--- config.mk ---
export PLATFORM = sky130hd
export DESIGN_NAME = uart_transmitter
export DESIGN_NICKNAME = d
export VERILOG_FILES = /design/src/rtl/uart_transmitter.sv
export SDC_FILE = /design/constraint.sdc
export NUM_CORES = 1
export LEC_CHECK = 0
export CAP_MARGIN = 0
export CORE_UTILIZATION = 40
export CTS_CLUSTER_DIAMETER = 200
export DETAILED_ROUTE_END_ITERATION = 8
export PLACE_DENSITY = 0.6
export SLEW_MARGIN = 10
export SYNTH_ARGS = -nofsm -noshare
export SYNTH_HDL_FRONTEND = slang
export SYNTH_SLANG_ARGS = --single-unit
--- constraint.sdc ---
create_clock -name sys_clk -period 5.3 [get_ports sys_clk]
set_input_delay 0.53 -clock sys_clk [delete_from_list [all_inputs] [get_ports sys_clk]]
set_output_delay 0.53 -clock sys_clk [all_outputs]
set_load 0.05 [all_outputs]
--- src/rtl/uart_transmitter.sv ---
// uart_transmitter: byte FIFO feeding an 8N1 serial shifter timed by a shared
// 16x oversampling enable. Single clock domain, synchronous active-low reset.
module uart_transmitter #(
  parameter int unsigned SAMPLE_TIMES = 15,
  parameter int unsigned FIFO_ADDR_W  = 2
) (
  input  logic       sys_clk,
  input  logic       rst_n,
  input  logic       tx_clk_en,
  input  logic [7:0] tx_data,
  input  logic       tx_wr,
  output logic       tx_full,
  output logic       tx_busy,
  output logic       tx_overflow,
  output logic       tx
);

  localparam int unsigned DEPTH  = 1 << FIFO_ADDR_W;
  localparam int unsigned CNT_W  = FIFO_ADDR_W + 1;
  localparam int unsigned TICK_W = (SAMPLE_TIMES > 0) ? $clog2(SAMPLE_TIMES + 1) : 1;

  localparam logic [2:0] ST_IDLE  = 3'd0;
  localparam logic [2:0] ST_START = 3'd1;
  localparam logic [2:0] ST_DATA  = 3'd2;
  localparam logic [2:0] ST_STOP  = 3'd3;

  logic [7:0]             mem_q [DEPTH];
  logic [FIFO_ADDR_W-1:0] wr_ptr_q, wr_ptr_d;
  logic [FIFO_ADDR_W-1:0] rd_ptr_q, rd_ptr_d;
  logic [CNT_W-1:0]       count_q, count_d;
  logic [2:0]             state_q, state_d;
  logic [TICK_W-1:0]      tick_q, tick_d;
  logic [2:0]             bit_q, bit_d;
  logic [7:0]             shift_q, shift_d;
  logic                   tx_q, tx_d;
  logic                   ovf_q, ovf_d;
  logic                   push_c, pop_c, tick_last_c, fifo_nonempty_c;

  assign tick_last_c     = (tick_q == TICK_W'(SAMPLE_TIMES));
  assign fifo_nonempty_c = (count_q != '0);

  // Next-state logic: FIFO accept/drop decisions and the bit-timing FSM
  always_comb begin
    state_d  = state_q;
    tick_d   = tick_q;
    bit_d    = bit_q;
    shift_d  = shift_q;
    tx_d     = tx_q;
    pop_c    = 1'b0;
    push_c   = tx_wr && (count_q < CNT_W'(DEPTH));
    ovf_d    = tx_wr && (count_q == CNT_W'(DEPTH));

    if (tx_clk_en) begin
      case (state_q)
        ST_IDLE: begin
          tx_d = 1'b1;
          if (fifo_nonempty_c) begin
            pop_c   = 1'b1;
            shift_d = mem_q[rd_ptr_q];
            tick_d  = '0;
            state_d = ST_START;
            tx_d    = 1'b0;
          end
        end
        ST_START: begin
          tx_d = 1'b0;
          if (tick_last_c) begin
            tick_d  = '0;
            bit_d   = 3'd0;
            state_d = ST_DATA;
            tx_d    = shift_q[0];
          end else begin
            tick_d = tick_q + TICK_W'(1);
          end
        end
        ST_DATA: begin
          tx_d = shift_q[0];
          if (tick_last_c) begin
            tick_d = '0;
            if (bit_q == 3'd7) begin
              state_d = ST_STOP;
              tx_d    = 1'b1;
            end else begin
              // tx takes the next bit now so it lines up with the shifted register
              shift_d = {1'b0, shift_q[7:1]};
              bit_d   = bit_q + 3'd1;
              tx_d    = shift_q[1];
            end
          end else begin
            tick_d = tick_q + TICK_W'(1);
          end
        end
        ST_STOP: begin
          tx_d = 1'b1;
          if (tick_last_c) begin
            tick_d = '0;
            if (fifo_nonempty_c) begin
              // chain straight into the next start bit without an idle tick
              pop_c   = 1'b1;
              shift_d = mem_q[rd_ptr_q];
              state_d = ST_START;
              tx_d    = 1'b0;
            end else begin
              state_d = ST_IDLE;
            end
          end else begin
            tick_d = tick_q + TICK_W'(1);
          end
        end
        default: begin
          state_d = ST_IDLE;
          tick_d  = '0;
          bit_d   = 3'd0;
          tx_d    = 1'b1;
        end
      endcase
    end

    wr_ptr_d = push_c ? wr_ptr_q + FIFO_ADDR_W'(1) : wr_ptr_q;
    rd_ptr_d = pop_c  ? rd_ptr_q + FIFO_ADDR_W'(1) : rd_ptr_q;
    case ({push_c, pop_c})
      2'b10:   count_d = count_q + CNT_W'(1);
      2'b01:   count_d = count_q - CNT_W'(1);
      default: count_d = count_q;
    endcase
  end

  // State register with synchronous reset
  always_ff @(posedge sys_clk) begin
    if (!rst_n) begin
      state_q  <= ST_IDLE;
      tick_q   <= '0;
      bit_q    <= 3'd0;
      shift_q  <= 8'h00;
      tx_q     <= 1'b1;
      ovf_q    <= 1'b0;
      wr_ptr_q <= '0;
      rd_ptr_q <= '0;
      count_q  <= '0;
    end else begin
      state_q  <= state_d;
      tick_q   <= tick_d;
      bit_q    <= bit_d;
      shift_q  <= shift_d;
      tx_q     <= tx_d;
      ovf_q    <= ovf_d;
      wr_ptr_q <= wr_ptr_d;
      rd_ptr_q <= rd_ptr_d;
      count_q  <= count_d;
    end
  end

  // FIFO storage; contents need no reset since the pointers gate visibility
  always_ff @(posedge sys_clk) begin
    if (rst_n && push_c) begin
      mem_q[wr_ptr_q] <= tx_data;
    end
  end

  assign tx          = tx_q;
  assign tx_overflow = ovf_q;
  assign tx_full     = (count_q == CNT_W'(DEPTH));
  assign tx_busy     = fifo_nonempty_c || (state_q != ST_IDLE);

endmodule

# Word-level counts from Yosys, hierarchy flattened
# Memory sizes are Yosys's and may differ from the RTL's. A register that Yosys moved wholly into a read port is not among the register bits.
# Index checks and enable logic that the tools add are counted.
# word_totals
ff_bits	27
ram_bits	32
in_bits	12
memories	1
# memory_table
memory	words	word_bits	read_ports	rd_ports_with_merged_regs	write_ports	line	rtl
mem_q	4	8	1	1	1	27	logic [7:0] mem_q [DEPTH];
# classes
add_sub_neg	6
magnitude_cmp	1
n_eq_ne	14
n_mux	34
bitwise	1
n_reduce_logical	15
# ops
op	count
2-to-1 mux 8 bit	4
2-to-1 mux 3 bit	8
one-hot mux 8 bit (3 select lines)	1
inequality test 2 bit (second input constant)	6
one-hot mux 3 bit (4 select lines)	1
2-to-1 mux 1 bit	11
AND reduction 5 bit	2
one-hot mux 3 bit (3 select lines)	1
nonzero test 3 bit	3
2-to-1 mux 4 bit	2
one-hot mux 4 bit (2 select lines)	1
adder 3 x 1 -> 3 bit (second input constant)	2
== test 3 x 2 -> 1 bit (second input constant)	2
== test 3 bit (second input constant)	2
one-hot mux 3 bit (2 select lines)	1
AND reduction 6 bit	1
adder 2 x 1 -> 2 bit (second input constant)	2
adder 4 x 1 -> 4 bit (second input constant)	1
== test 4 bit (second input constant)	1
2-to-1 mux 2 bit	2
one-hot mux 1 bit (4 select lines)	1
== test 3 x 1 -> 1 bit (second input constant)	1
logical AND 1 bit	3
logical NOT 3 bit	1
11 further kinds	11

# Longest topological paths before layout
# Gate-level depths: netlist (run 1).
# logic_depth
ltp_word	7
ltp_mapped	10

# Worst setup path before layout (run 1)
# OpenSTA, ideal clock, no wires.
# synth_path
path_type	reg2reg
from	register state_q[0]
to	register count_q[2]
setup_ps	76
arrival_time_ps	2504
setup_slack_ps	2721
stages_incl_launch_ff	10
period_less_slack_ps	2579
cell_sequence	dfxtp_1 inv_1 ha_1 nor4b_1 ha_1 inv_1 fa_1 xor2_1 or3_1 a21boi_0
# synth_via
elab_chain_len	5
# synth_lines
element	line	rtl
start, declared	31	logic [2:0] state_q, state_d;
start signal, assigned	141	state_q <= state_d;
== test 3 x 2 -> 1 bit / logical NOT 3 bit (equally long branches)	54	case (state_q)
one-hot mux 1 bit (2 select lines) *	54	
2-to-1 mux 1 bit *	53	if (tx_clk_en) begin
== test 2 x 1 -> 1 bit / == test 2 bit (equally long branches)	121	case ({push_c, pop_c})
one-hot mux 3 bit (2 select lines) / nonzero test 2 bit (equally long branches)	n/a	
end signal, assigned	149	count_q <= count_d;
end, declared	30	logic [CNT_W-1:0] count_q, count_d;
# Mark *: on every way between the ends. The rest lies on a longest branch, timed or not.
# A chain may end at the register's enable or synchronous reset.

# Worst setup path in the final report (run 1)
# layout_path
from	register state_q[0]
to	output port tx_busy
# layout_via
elab_chain_len	2
# layout_lines
element	line	rtl
nonzero test 3 bit	163	assign tx_busy = fifo_nonempty_c || (state_q != ST_IDLE);
logical OR 1 bit	163	
end, declared	13	output logic tx_busy,
# No other way between the ends.

==> qor.txt, run 1 <==
Run status - finished with violations
Violations in the final reports - design-rule violations
TNS Setup - 0 ps
Floorplan row count - 29
Post-route antenna net violation count - 0
Total length of routed wires - 4.59 mm
Final antenna diode count - 0
Vias in the first global route - 1641
Number of slew-limit violations in the final report - 0
Top-level port count - 16
Worst path arrival time - 2440 ps
Die Ht - 84.4 µm
Core area - 6460 µm²
PwrDens - 482 nW/µm²
Post-layout power - 1.50 mW
Number of buffer and inverter instances along the worst setup path - 2
Worst setup path category - reg2out
Worst-Margin Slew - 882 ps
Via density per instance - 5.20
Overall Global Routing Usage - 15.0%
Horizontal die dimension - 84.4 µm
Avg WL per Cell - 14.9 µm
Crit path required time - 4770 ps
Total of warnings raised by yosys - 0
Number of cells traversed by the worst hold path - 2
Startpoint class of the critical path - flip-flop
Met3 routing resource usage after global routing - 6.00%
Pin count of the biggest net entering global routing - 39
CTS tree - yes
Total die area - 7120 µm²
Clk Latency, worst-skew pair - 340 ps
Cells along the critical path - inv_1, ha_1, or4b_2, clkdlybuf4s50_1
Total of cells resized after clock tree synthesis - 0
Highest fanout seen on the critical path - 4
Number of antenna violations at the first check in global routing - 0
Leakage power - 1.09 nW
Area added between synthesis and finish - 14.7%
Register-to-Register Setup Slack - 2470 ps
Reg-to-reg endpoint - count_q[2]
Area fraction in compound gates after synthesis - 8.71%
Number of DRC markers in iteration 0 - 75
Clock root buffer master - sky130_fd_sc_hd__clkbuf_8
Post-layout minimum cycle time - 2970 ps
Fraction of the mapped netlist area in simple logic gates - 12.3%
First-pass GRT wire length - 7.91 mm
Gate count after technology mapping - 210
Number of design rule violations left after detail routing - 6
Post-CTS clock slew at the launch and capture registers of the worst setup and hold paths - 70 ps
Xor and xnor area share after synthesis - 1.29%
Total number of vias - 1607
Final hold violation count - 0
Grt peak-use layer - met2
Post-route clock period utilization - 56.0%
MaxCap Viol Count - 0
CP delay by family, top - buffers and inverters
Nets@finish - 253
Max Fclk - 337 MHz
Hold wc startpoint - bit_q[1]
Stage delay of the slowest cell on the critical path - 740 ps
Multiplexer area fraction after synthesis - 11.8%
Post-synthesis cell area - 2720 µm²
Main combinational cell family by area after synthesis - simple AND/OR/NAND/NOR gates
Number of buffers between clock root and the deepest sink - 2
Count of hold buffers inserted by post-cts repair - 0
Worst Hold Path EP - bit_q[1]
Min-Delay Path Class - reg2reg
Adder-cell share of the synthesized area - 6.73%
Total of flip-flops plus latches after synthesis - 60
CTS Sinks - 60
Number of buffers inserted during clock tree synthesis - 9
Routability congestion estimate from global placement - 0.732
RSZ-0062 raised after global routing - no
GR Layer Usage met2 - 22.7%
Source of the worst register-to-register timing path - state_q[0]
Post-Route Skew - 7.59 ps
Initial core utilization - 42.1%
Remaining Overflow, GRT - 0
Average size of a mapped cell - 12.9 µm²
Slew headroom - 41.2%
Global-route met1 utilization - 18.5%
HPWL after DPL - 3.07 mm
Detailed-routing iteration count for the pre-antenna-repair pass - 6
Proportion of synthesized chip area in sequential cells - 56.0%
Buffers inserted during post-CTS setup optimization - 0
Count of port buffers added during placement - 15
Nets in the synthesized netlist - 236
Endpoint type of the worst setup path - output port
Slowest cell on crit path - sky130_fd_sc_hd__clkdlybuf4s50_1
Fraction of layout instances using a drive strength above 1 - 13.8%
Htree depth - 3
Largest vdd supply drop - 241 µV
Number of library cell types mapped by synthesis - 42
Depth of the worst register-to-register path - 9
Final setup violation count - 0
Fillers - 587
## layout make-up
type | count | area (µm²) | area share (%)
Clock inverter | 7 | 75.1 | 2.41
Sequential cell | 60 | 1520 | 48.8
Clock buffer | 9 | 124 | 3.98
Timing Repair Buffer | 16 | 158 | 5.06
Inverter | 9 | 33.8 | 1.08
Multi-Input combinational cell | 131 | 1110 | 35.5
Tap cell | 77 | 96.3 | 3.09
## synthesized netlist by cell type (all sizes together)
master | count | share of area, %
inv | 9 | 1.2
o21ai | 12 | 2.3
edfxtp | 32 | 35
nor3b | 2 | 0.55
nor2b | 3 | 0.69
nor4 | 1 | 0.23
nand3b | 1 | 0.28
ha | 13 | 6.0
and3 | 8 | 1.8
o21a | 1 | 0.28
a2111oi | 1 | 1.0
a21boi | 5 | 1.4
mux4 | 8 | 6.6
nor3 | 2 | 0.37
nand2b | 3 | 0.69
o211a | 1 | 0.37
nand2 | 13 | 1.8
a41oi | 1 | 0.32
fa | 1 | 0.74
or4 | 2 | 0.55
xnor2 | 2 | 0.64
buf | 3 | 1.0
a31oi | 2 | 0.46
a21oi | 9 | 1.9
nand4b | 2 | 0.64
or4b | 2 | 0.74
mux2i | 14 | 5.2
nor2 | 4 | 0.55
and2 | 7 | 1.6
o31ai | 1 | 0.28
nor4b | 1 | 0.32
nand3 | 4 | 0.74
or3 | 2 | 0.64
clkbuf | 7 | 0.97
xor2 | 2 | 0.64
dfxtp | 28 | 21
o221ai | 1 | 0.32
## metal layers
metal	wire (µm)	share of wire, %
met1	2230	49
met2	2070	45
met3	177	3.9
met4	110	2.4
met5	0	0
## report_power, final
group,total (mW),internal [mW],leakage (nW),switching (mW)
registers,0.629,0.564,0.519,0.0651
logic,0.468,0.211,0.476,0.257
clock network,0.404,0.219,0.0923,0.186
total,1.50,0.994,1.09,0.508
## cell families after synthesis
| family | Yosys count |
|---|---|
| flip-flops | 60 |
| AND/OR/NAND/NOR | 57 |
| AO/OA/AOI/OAI | 34 |
| multiplexers | 22 |
| buffers and inverters | 19 |
| adder cells (fa/ha/maj) | 14 |
| XOR/XNOR | 4 |
## placed cells by master, fill, tap and decap left out, types with 2 or more instances in the layout
master and count:
sky130_fd_sc_hd__clkbuf_8 9, sky130_fd_sc_hd__and2_1 7, sky130_fd_sc_hd__clkdlybuf4s50_1 15, sky130_fd_sc_hd__o21ai_0 9, sky130_fd_sc_hd__and3_1 8, sky130_fd_sc_hd__nand2_1 13
sky130_fd_sc_hd__edfxtp_1 32, sky130_fd_sc_hd__a21boi_0 5, sky130_fd_sc_hd__nor3_1 2, sky130_fd_sc_hd__a21oi_2 2, sky130_fd_sc_hd__nor2b_1 3, sky130_fd_sc_hd__or4b_2 2
sky130_fd_sc_hd__a31oi_1 2, sky130_fd_sc_hd__or4_1 2, sky130_fd_sc_hd__mux2i_1 14, sky130_fd_sc_hd__nand3_1 4, sky130_fd_sc_hd__o21ai_1 2, sky130_fd_sc_hd__inv_6 2
sky130_fd_sc_hd__ha_1 13, sky130_fd_sc_hd__xnor2_1 2, sky130_fd_sc_hd__a21oi_1 7, sky130_fd_sc_hd__nand4b_1 2, sky130_fd_sc_hd__dfxtp_1 28, sky130_fd_sc_hd__mux4_2 8
sky130_fd_sc_hd__clkinvlp_4 3, sky130_fd_sc_hd__xor2_1 2, sky130_fd_sc_hd__nand2b_1 3, sky130_fd_sc_hd__inv_1 9, sky130_fd_sc_hd__nor2_1 4, sky130_fd_sc_hd__nor3b_1 2
## state kept, by name (all words and copies together) (netlist names), named ones only
register	flops
state_q	2
bit_q	3
count_q	3
mem_q	32
rd_ptr_q	2
wr_ptr_q	2
tx	1
tx_overflow	1
tick_q	4
shift_q	8
## worst reg2reg max path, delay by kind of cell (launching register included)
| family | cells | cell delay (ps) |
|---|---|---|
| buffers and inverters | 2 | 160 |
| adder cells (fa/ha/maj) | 3 | 1010 |
| AND/OR/NAND/NOR | 2 | 890 |
| flip-flops | 1 | 390 |
| XOR/XNOR | 1 | 150 |
| AO/OA/AOI/OAI | 1 | 160 |
## how the worst max path moves through the flow
stage / endpoint / depth (start not counted) / from
floorplan: count_q[2] / 9 / state_q[0]
global placement: count_q[2] / 8 / tx_clk_en
detailed placement: count_q[2] / 8 / tx_clk_en
CTS: tx_busy / 4 / state_q[0]
global route: tx_busy / 4 / state_q[0]
finish: tx_busy / 4 / state_q[0]
## metrics by stage
step	hold slack [ps]	instances	worst slack (ps)	area, µm²	utilization [%]
3_5_place_dp	450	293	2220	2920	45.2
5_1_grt	508	309	2240	3120	48.2
3_3_place_gp	448	293	2290	2920	45.2
4_1_cts	467	309	2300	3120	48.2
6_report	466	309	2330	3120	48.2
2_1_floorplan	438	210	2720	2720	-
Note: power is estimated with default switching activity, not from simulation.
==> run 2, diff against run 1 <==
--- a/config.mk
+++ b/config.mk
@@ -9,7 +9,7 @@
 export CORE_UTILIZATION = 40
 export CTS_CLUSTER_DIAMETER = 200
 export DETAILED_ROUTE_END_ITERATION = 8
-export PLACE_DENSITY = 0.6
+export PLACE_DENSITY = 0.62
 export SLEW_MARGIN = 10
 export SYNTH_ARGS = -nofsm -noshare
 export SYNTH_HDL_FRONTEND = slang
==> constraint.sdc (replaced) <==
create_clock -name sys_clk -period 2.5 [get_ports sys_clk]
set_input_delay 0.25 -clock sys_clk [delete_from_list [all_inputs] [get_ports sys_clk]]
set_output_delay 0.25 -clock sys_clk [all_outputs]
set_load 0.05 [all_outputs]
==> run 2 against run 1 <==
Effect of this change:
- the flow now finishes without violations
- combinational power up 140%
- critical path depth up 5
- non-clock buffer count up 8
- critical path type is now reg2reg
==> qor.txt, run 2 (synthesized netlist as in run 1, its figures left out) <==
Worst slack on hold paths - 471 ps (+4.52 ps)
Number of buffers between clock root and the deepest sink - 2 (unchanged)
Number of DRC markers in iteration 0 - 75 (unchanged)
Initial core utilization - 42.1% (unchanged)
Post-layout minimum cycle time - 2370 ps
Count of port buffers added during placement - 15 (unchanged)
Post-route antenna net violation count - 0 (unchanged)
CTS Sinks - 60 (unchanged)
Highest fanout seen on the critical path - 3 (-1)
Filler-free cell count of the finished design - 317 (+2.6%)
Post-placement cell count - 299 (+2.0%)
Post-layout power - 3.31 mW (+120%)
Worst Slack Setup Final - 126 ps (-2200 ps)
Die Ht - 84.4 µm (unchanged)
Total die area - 7120 µm² (unchanged)
Number of antenna violations at the first check in global routing - 0 (unchanged)
Clk Latency, worst-skew pair - 330 ps (about the same)
Min-Delay Path Class - reg2reg
Core area - 6460 µm² (unchanged)
Proportion of power drawn by combinational gates - 33.3% (+2.1 points)
Post-CTS clock slew at the launch and capture registers of the worst setup and hold paths - 70 ps (about the same)
Number of design rule violations left after detail routing - 0 (-6)
Largest vdd supply drop - 666 µV (+180%)
Htree depth - 3 (unchanged)
Final hold violation count - 0 (unchanged)
Pin count of the biggest net entering global routing - 30 (-23%)
Fraction of layout instances using a drive strength above 1 - 21.3% (+7.5 points)
Max Fclk - 421 MHz
Routability congestion estimate from global placement - 0.791 (+7.9%)
Final setup violation count - 0 (unchanged)
Overall Global Routing Usage - 14.6% (-0.35 points)
MaxCap Viol Count - 0 (unchanged)
Cells along the critical path - ha_2, a41oi_4, nor4b_4, ha_2, inv_1, fa_1, xor2_1, or3_1, a21boi_1
Endpoint type of the worst setup path - flip-flop
CTS tree - yes
Highest-count cells in the layout ignoring fill and taps - sky130_fd_sc_hd__edfxtp_1 (32), sky130_fd_sc_hd__dfxtp_1 (25), sky130_fd_sc_hd__mux2i_1 (14), sky130_fd_sc_hd__clkdlybuf4s50_1 (14), sky130_fd_sc_hd__nand2_1 (13)
Run status - complete, no violations
Worst setup path category - reg2reg
Sequential Power Share - 40.5% (-1.4 points)
Horizontal die dimension - 84.4 µm (unchanged)
Avg WL per Cell - 14.7 µm (-1.2%)
Clock root buffer master - sky130_fd_sc_hd__clkbuf_8
Count of hold buffers inserted by post-cts repair - 0 (unchanged)
Total length of routed wires - 4.65 mm (+1.4%)
Worst-Margin Slew - 575 ps (-307 ps)
Worst path arrival time - 2640 ps (+200 ps)
Vias in the first global route - 1649 (+0.49%)
Leakage power - 1.14 nW (+4.7%)
Remaining Overflow, GRT - 0 (unchanged)
Fillers - 573 (-2.4%)
HPWL after DPL - 3.11 mm (+1.1%)
Number of buffers inserted during clock tree synthesis - 9 (unchanged)
Area after detailed placement - 2970 µm² (+1.8%)
Cell repeated most along the worst path - sky130_fd_sc_hd__ha_2
Area occupied by registers - 1530 µm² (+0.25%)
Final Util - 50.2% (+2.0 points)
Registers with the most flip-flops - mem_q x32, shift_q x8, tick_q x4
Number of slew-limit violations in the final report - 0 (unchanged)
Total number of vias - 1639 (+2.0%)
Floorplan row count - 29 (unchanged)
Stage delay of the slowest cell on the critical path - 370 ps (-370 ps)
Most common cell after layout, fill and taps aside - sky130_fd_sc_hd__edfxtp_1
Slowest cell on crit path - sky130_fd_sc_hd__fa_1
Area occupied by multi-input gates - 1170 µm² (+5.8%)
Top register by number of flip-flops - mem_q
Post-Route Skew - 5.28 ps (-2.31 ps)
Part of the total power dissipated in the clock network - 26.2% (-0.7 points)
Via density per instance - 5.17 (-0.58%)
Detailed-routing iteration count for the pre-antenna-repair pass - 4 (-2)
Post-route cell area - 3240 µm² (+4.1%)
TNS Setup - 0 ps (unchanged)
Post-route clock period utilization - 94.9%
Nets@finish - 261 (+3.2%)
Switching portion of total power - 33.9% (+0.075 points)
PwrDens - 1020 nW/µm² (+110%)
Startpoint class of the critical path - flip-flop
Internal power component - 2.19 mW (+120%)
Final antenna diode count - 0 (unchanged)
Net switching power figure - 1.12 mW (+120%)
First-pass GRT wire length - 7.76 mm (-2.0%)
Number of flip-flops in the largest register - 32 (unchanged)
Area added between synthesis and finish - 19.4%
Pre-CTS setup slack - -38.7 ps (-2260 ps)
Top-level port count - 16 (unchanged)
Slew headroom - 61.4% (+20 points)
Crit path required time - 2770 ps (-2000 ps)
run 2: cell types whose count changed in the layout (fill, tap and decap cells not counted), moves of 2 or more:
cell | previous run | this run
sky130_fd_sc_hd__inv_1 | 9 | 7
sky130_fd_sc_hd__ha_2 | 0 | 2
sky130_fd_sc_hd__buf_4 | 1 | 9
sky130_fd_sc_hd__clkinv_4 | 0 | 2
sky130_fd_sc_hd__ha_1 | 13 | 9
sky130_fd_sc_hd__ha_4 | 0 | 2
sky130_fd_sc_hd__dfxtp_1 | 28 | 25
sky130_fd_sc_hd__dfxtp_2 | 0 | 3
sky130_fd_sc_hd__inv_2 | 0 | 2
run 2: cell type report:
type	instances	area share, %
multi-input combinational	131	36.1
sequential	60	47.0
tap	77	2.97
clock buffer	9	3.82
clock inverter	7	2.35
inverter	9	1.04
timing repair buffer	24	6.67
run 2: power by group through the flow:
stage / combinational [mW] / sequential [mW] / clock (mW)
CTS: 1.07 / 1.34 / 0.888
finish: 1.10 / 1.34 / 0.866
global placement: 1.02 / 1.35 / 0
detailed placement: 1.03 / 1.35 / 0
global route: 1.21 / 1.37 / 0.937
floorplan: 0.823 / 1.31 / 0
run 2: final timing paths:
kind,end,slack (ps),cells past startpoint,from
setup reg to reg,count_q[2],130,9,tick_q[1]
hold reg to reg,bit_q[2],470,2,bit_q[2]
hold / removal,bit_q[2],470,2,bit_q[2]
setup / recovery,count_q[2],130,9,tick_q[1]
run 2: critical path: cells and delay by family (launching register included):
family	cells	cell delay (ps)
buffers and inverters	1	50
and+or+nand+nor	2	640
DFF	1	360
AOI/OAI and AO/OA	2	280
xor gates and xnor gates	1	160
adders and majority gates	3	820
run 2: what timing repair did:
action                     CTS  global route
resized for setup            5            10
setup buffers                0             2
pin swaps                    0             2
setup endpoints to repair    2             1
run 2: routing by layer:
layer	wire length [µm]	global-route usage [%]
met5	0	0
met4	29	5.55
met3	174	6.19
met2	2240	23.7
met1	2210	17.5
